$ cat config.mk
export PLATFORM = sky130hd
export DESIGN_NAME = decoder_marcador
export DESIGN_NICKNAME = d
export VERILOG_FILES = /design/src/rtl/arc_regs_pkg.sv /design/src/rtl/decoder_onehot.sv /design/src/rtl/decoder_marcador.sv
export SDC_FILE = /design/constraint.sdc
export NUM_CORES = 1
export LEC_CHECK = 0
export CORE_UTILIZATION = 25
export CTS_CLUSTER_SIZE = 20
export DETAILED_ROUTE_END_ITERATION = 16
export PLACE_DENSITY_LB_ADDON = 0.3
export SLEW_MARGIN = 0
export SYNTH_ARGS = -nofsm -noshare
export SYNTH_HDL_FRONTEND = slang
export SYNTH_SLANG_ARGS = --single-unit
$ cat constraint.sdc
create_clock -name clk -period 5.4 [get_ports clk]
set_input_delay 1.08 -clock clk [delete_from_list [all_inputs] [get_ports clk]]
set_output_delay 1.08 -clock clk [all_outputs]
set_load 0.01 [all_outputs]
$ cat src/rtl/arc_regs_pkg.sv
// rtl/arc_regs_pkg.sv - ARC register file sizing and named register indices
package arc_regs_pkg;

  localparam int ARC_NUM_REGS = 38;
  localparam int ARC_SEL_W    = 6;

  typedef logic [ARC_SEL_W-1:0] reg_idx_t;

  localparam reg_idx_t R0    = 6'd0;
  localparam reg_idx_t PC    = 6'd32;
  localparam reg_idx_t NPC   = 6'd33;
  localparam reg_idx_t IR    = 6'd34;
  localparam reg_idx_t TEMP0 = 6'd35;
  localparam reg_idx_t TEMP1 = 6'd36;
  localparam reg_idx_t TEMP2 = 6'd37;

endpackage

$ cat src/rtl/decoder_onehot.sv
// rtl/decoder_onehot.sv - combinational index to one-hot decoder with range/r0 check
module decoder_onehot #(
  parameter int NUM_REGS    = 38,
  parameter int SEL_W       = 6,
  parameter int PROTEGER_R0 = 1
) (
  input  logic [SEL_W-1:0]    idx,
  output logic [NUM_REGS-1:0] onehot,
  output logic                valid
);

  always_comb begin
    valid  = (int'(idx) < NUM_REGS) && !((PROTEGER_R0 != 0) && (idx == '0));
    onehot = valid ? (NUM_REGS'(1) << idx) : '0;
  end

endmodule

$ cat src/rtl/decoder_marcador.sv
// rtl/decoder_marcador.sv - registered write-enable decoder with pending-write scoreboard
module decoder_marcador
  import arc_regs_pkg::*;
#(
  parameter int NUM_REGS    = ARC_NUM_REGS,
  parameter int SEL_W       = ARC_SEL_W,
  parameter int PROTEGER_R0 = 1
) (
  input  logic                              clk,
  input  logic                              rst_n,
  input  logic                              escribir,
  input  logic [SEL_W-1:0]                  sel_esc,
  input  logic                              reservar,
  input  logic [SEL_W-1:0]                  sel_res,
  input  logic                              vaciar,
  input  logic [SEL_W-1:0]                  sel_cons,
  output logic [NUM_REGS-1:0]               habilitador,
  output logic [NUM_REGS-1:0]               pendiente,
  output logic                              ocupado,
  output logic [$clog2(NUM_REGS+1)-1:0]     num_pend,
  output logic                              error
);

  localparam int CNT_W = $clog2(NUM_REGS+1);

  logic [NUM_REGS-1:0] oh_esc, oh_res, wr_mask, rs_mask, pend_next;
  logic                esc_valid, res_valid, ya_pend, set_eff, clr_eff, err_next;
  logic [CNT_W-1:0]    cnt_next;

  decoder_onehot #(.NUM_REGS(NUM_REGS), .SEL_W(SEL_W), .PROTEGER_R0(PROTEGER_R0)) u_dec_esc (
    .idx    (sel_esc),
    .onehot (oh_esc),
    .valid  (esc_valid)
  );

  decoder_onehot #(.NUM_REGS(NUM_REGS), .SEL_W(SEL_W), .PROTEGER_R0(PROTEGER_R0)) u_dec_res (
    .idx    (sel_res),
    .onehot (oh_res),
    .valid  (res_valid)
  );

  always_comb begin
    wr_mask = escribir ? oh_esc : '0;
    rs_mask = reservar ? oh_res : '0;
    ya_pend = |(pendiente & rs_mask);
    set_eff = (rs_mask != '0) && !ya_pend;
    // A clear on the index being re-reserved is absorbed by the new producer.
    clr_eff = (|(pendiente & wr_mask)) && (wr_mask != rs_mask);
    pend_next = vaciar ? '0 : ((pendiente & ~wr_mask) | rs_mask);
    cnt_next  = num_pend;
    if (vaciar) begin
      cnt_next = '0;
    end else if (set_eff && !clr_eff) begin
      cnt_next = num_pend + CNT_W'(1);
    end else if (clr_eff && !set_eff) begin
      cnt_next = num_pend - CNT_W'(1);
    end
    err_next = (escribir && !esc_valid) || (reservar && (!res_valid || ya_pend));
  end

  always_ff @(posedge clk or negedge rst_n) begin
    if (!rst_n) begin
      habilitador <= '0;
      pendiente   <= '0;
      num_pend    <= '0;
      error       <= 1'b0;
    end else begin
      habilitador <= wr_mask;
      pendiente   <= pend_next;
      num_pend    <= cnt_next;
      error       <= err_next;
    end
  end

  assign ocupado = (int'(sel_cons) < NUM_REGS) ? pendiente[sel_cons] : 1'b0;

endmodule

==> results.cfg <==
[run_status]
outcome = finished, final reports clean

[sta]
finalHoldViolations = 0
fmax_mhz = 200
tightest_slew_ps = 792
skew_ps = 10.2
slew_viol_final = 0
layout_worst_path_cycle_share = 0.927
maxSlewHeadroom = 0.472
grt_setup_unrepaired = no
layout_min_cycle_time_ps = 5010
setup_viol = 0
setup_slack_ps = 393
fin_tns_setup_ps = 0

[setup_path]
crit_required_ps = 5610
start_kind = input port
cp.arrival_ps = 5220
worstPathMaxFanout = 11
critical_path_class = in2reg
crit_path_end_kind = register

[synthesis]
synthFlopType = dfrtp_1
synth_warnings = 0
ys_types = 69
synthCells = 594
synth_top_family_by_area = simple AND/OR/NAND/NOR gates
synth_area_um2 = 5450
synth_compound_area_frac = 0.211
ys_ff_latch = 83
synth_edf_count = 0
seq_area_frac_synth = 0.381
syn_avg_cell_area_um2 = 9.17
async_reset_ff_frac = 1.00
synthAdderAreaFrac = 0.0129
synthXorXnorAreaFrac = 0.0159
synth-simple-area-share = 0.230
synth_fp_nets = 622
synth.area.mux_share = 0.0907

[floorplan]
dieArea_um2 = 22400
die_height_um = 150
rows = 53
core_area_um2 = 21200
die_w_um = 150
io_pins = 107
start_util = 0.257

[route]
drt-pass1-iter-count = 5
drc = 0
detail_route.iter0.violations = 475
num_vias = 5580
route.antenna.remaining_nets = 0
viasPerCell = 5.50
wl_um = 23500
wl_per_cell_um = 23.2

[grt]
grt_overflow_total = 0
grt_pass1_vias = 5374
grt_antenna_before_repair = 0
grt_usage = 0.215
grt_pass1_wl_um = 35300
grt_start_max_net_pins = 65

[final_layout]
final_common_cell = clkdlybuf4s50_1
final_layout_size_suffix_gt1_frac = 0.186
nets = 763
area_growth_pct = 39.1
fillers = 2241
design_area_um2 = 7580
layout_common_cells = clkdlybuf4s50_1, dfrtp_1, buf_4, o21ai_0, nor2_1
fin_util = 0.357
diodes = 0

[clocking]
clk-insertion-delay-late_ps = 350
clkSinkCount = 83
clock_path_buffers = 2
cts_setup_buffers = 0
cts_tree = done
clk_pin_slew_worst_paths_ps = 70
cts.htree.levels = 3
numCtsBuffers = 9
root_buffer = clkbuf_16

[placed_design]
dp.final_hpwl_um = 17500
place_congestion = 0.952
place_ws_ps = 3.85
port_buffers = 106
placed_area_um2 = 7280

[job]
maxCapViolCount = 0

[power]
vdd_ir_drop_max_uv = 128
power_density_nw_per_um2 = 206
cellLeakagePower_nw = 3.10
finalPower_w = 0.00156

[min_path]
min_path_type = reg2reg
[cell families after synthesis]
group	after synthesis
buffers and inverters	74
XOR/XNOR	9
adder cells (fa/ha/maj)	5
other	1
AND/OR/NAND/NOR	209
multiplexers	34
flip-flops	83
AO/OA/AOI/OAI	179
[path summary, 6_finish.rpt]
path                       cells past startpoint  slack, ps          start               to
min                                            1        540   pendiente[0]     pendiente[0]
min reg2reg                                    1        540   pendiente[0]     pendiente[0]
max reg2reg                                   15       1630  pendiente[14]      num_pend[5]
min in group asynchronous                      1        600          rst_n  habilitador[30]
max in group asynchronous                      2       3710          rst_n    pendiente[11]
max                                           17        390     sel_esc[3]      num_pend[5]
[layer usage]
| metal | vias up | share of wire | global-route usage |
|---|---|---|---|
| met1 | 2734 | 0.43 | 0.300 |
| met5 | - | 0 | 0 |
| met4 | 0 | 0.029 | 0.0867 |
| met3 | 43 | 0.085 | 0.0345 |
| li1 | 2491 | - | - |
| met2 | 312 | 0.46 | 0.330 |
[critical path, stage by stage]
cell	delay (ps)
clkdlybuf4s50_1	590
or4b_1	670
nor3_1	220
mux2i_1	120
a2111o_1	360
or4_4	430
o31ai_4	270
nand2b_1	110
ha_1	280
a21o_1	170
a21oi_1	190
nor2b_1	60
o21ai_0	190
a21oi_1	100
mux2i_1	170
xor2_1	160
nor2_1	50
[Yosys cell counts (all sizes together) (3+ instances only)]
library cell	n	area, µm²
dfrtp	83	2080
o21ai	58	290
nor2	56	210
a21oi	50	250
nand2	41	154
clkbuf	34	130
buf	26	130
mux2i	19	190
a22o	14	123
inv	14	52.6
mux4	12	270
nand3	11	55.1
a22oi	10	75.1
nand3b	10	75.1
nor2b	9	56.3
nor3	8	40.0
nor3b	8	75.1
nor4	8	56.3
nand4	7	43.8
a32oi	6	52.6
and3b	6	52.6
nand2b	6	37.5
nor4b	6	97.6
xnor2	6	60.1
o22ai	5	31.3
a21o	4	30.0
and4b	4	40.0
ha	4	50.1
nand4bb	4	45.0
or3b	4	35.0
a2111oi	3	26.3
a211o	3	26.3
a221oi	3	26.3
a32o	3	30.0
and3	3	18.8
and4bb	3	37.5
mux2	3	33.8
nor4bb	3	30.0
o211ai	3	22.5
o31ai	3	36.3
or4	3	26.3
xor2	3	26.3
[layout make-up]
| cell class | count | area (µm²) | area share |
|---|---|---|---|
| Tap cell | 275 | 344 | 0.0454 |
| Sequential cell | 83 | 2080 | 0.274 |
| Inverter | 14 | 52.6 | 0.00693 |
| Multi-Input combinational cell | 437 | 3060 | 0.404 |
| Clock inverter | 6 | 47.5 | 0.00627 |
| Clock buffer | 10 | 239 | 0.0315 |
| Timing Repair Buffer | 190 | 1750 | 0.231 |
[stage by stage]
step	hold slack [ps]	cells
floorplan	547	594
global placement	527	999
detailed placement	532	999
CTS	547	1015
global route	578	1015
finish	537	1015
[repair_timing]
action,CTS,global route
setup endpoints to repair,0,1
gates resized for setup,0,3
hold buffers,0,0
[report_power, final]
part	total, W	internal [W]	leakage, nW	switching (W)
Sequential	0.000644	0.000632	1.15	0.0000111
Clock	0.000603	0.000330	0.145	0.000273
Combinational	0.000314	0.000140	1.81	0.000174
Total	0.00156	0.00110	3.10	0.000458
[registers in the layout, summed over array words and instances, names as in the netlist]
register and count:
habilitador 38, pendiente 38, error 1, num_pend 6
No activity file was read; power rests on OpenSTA's default activity.
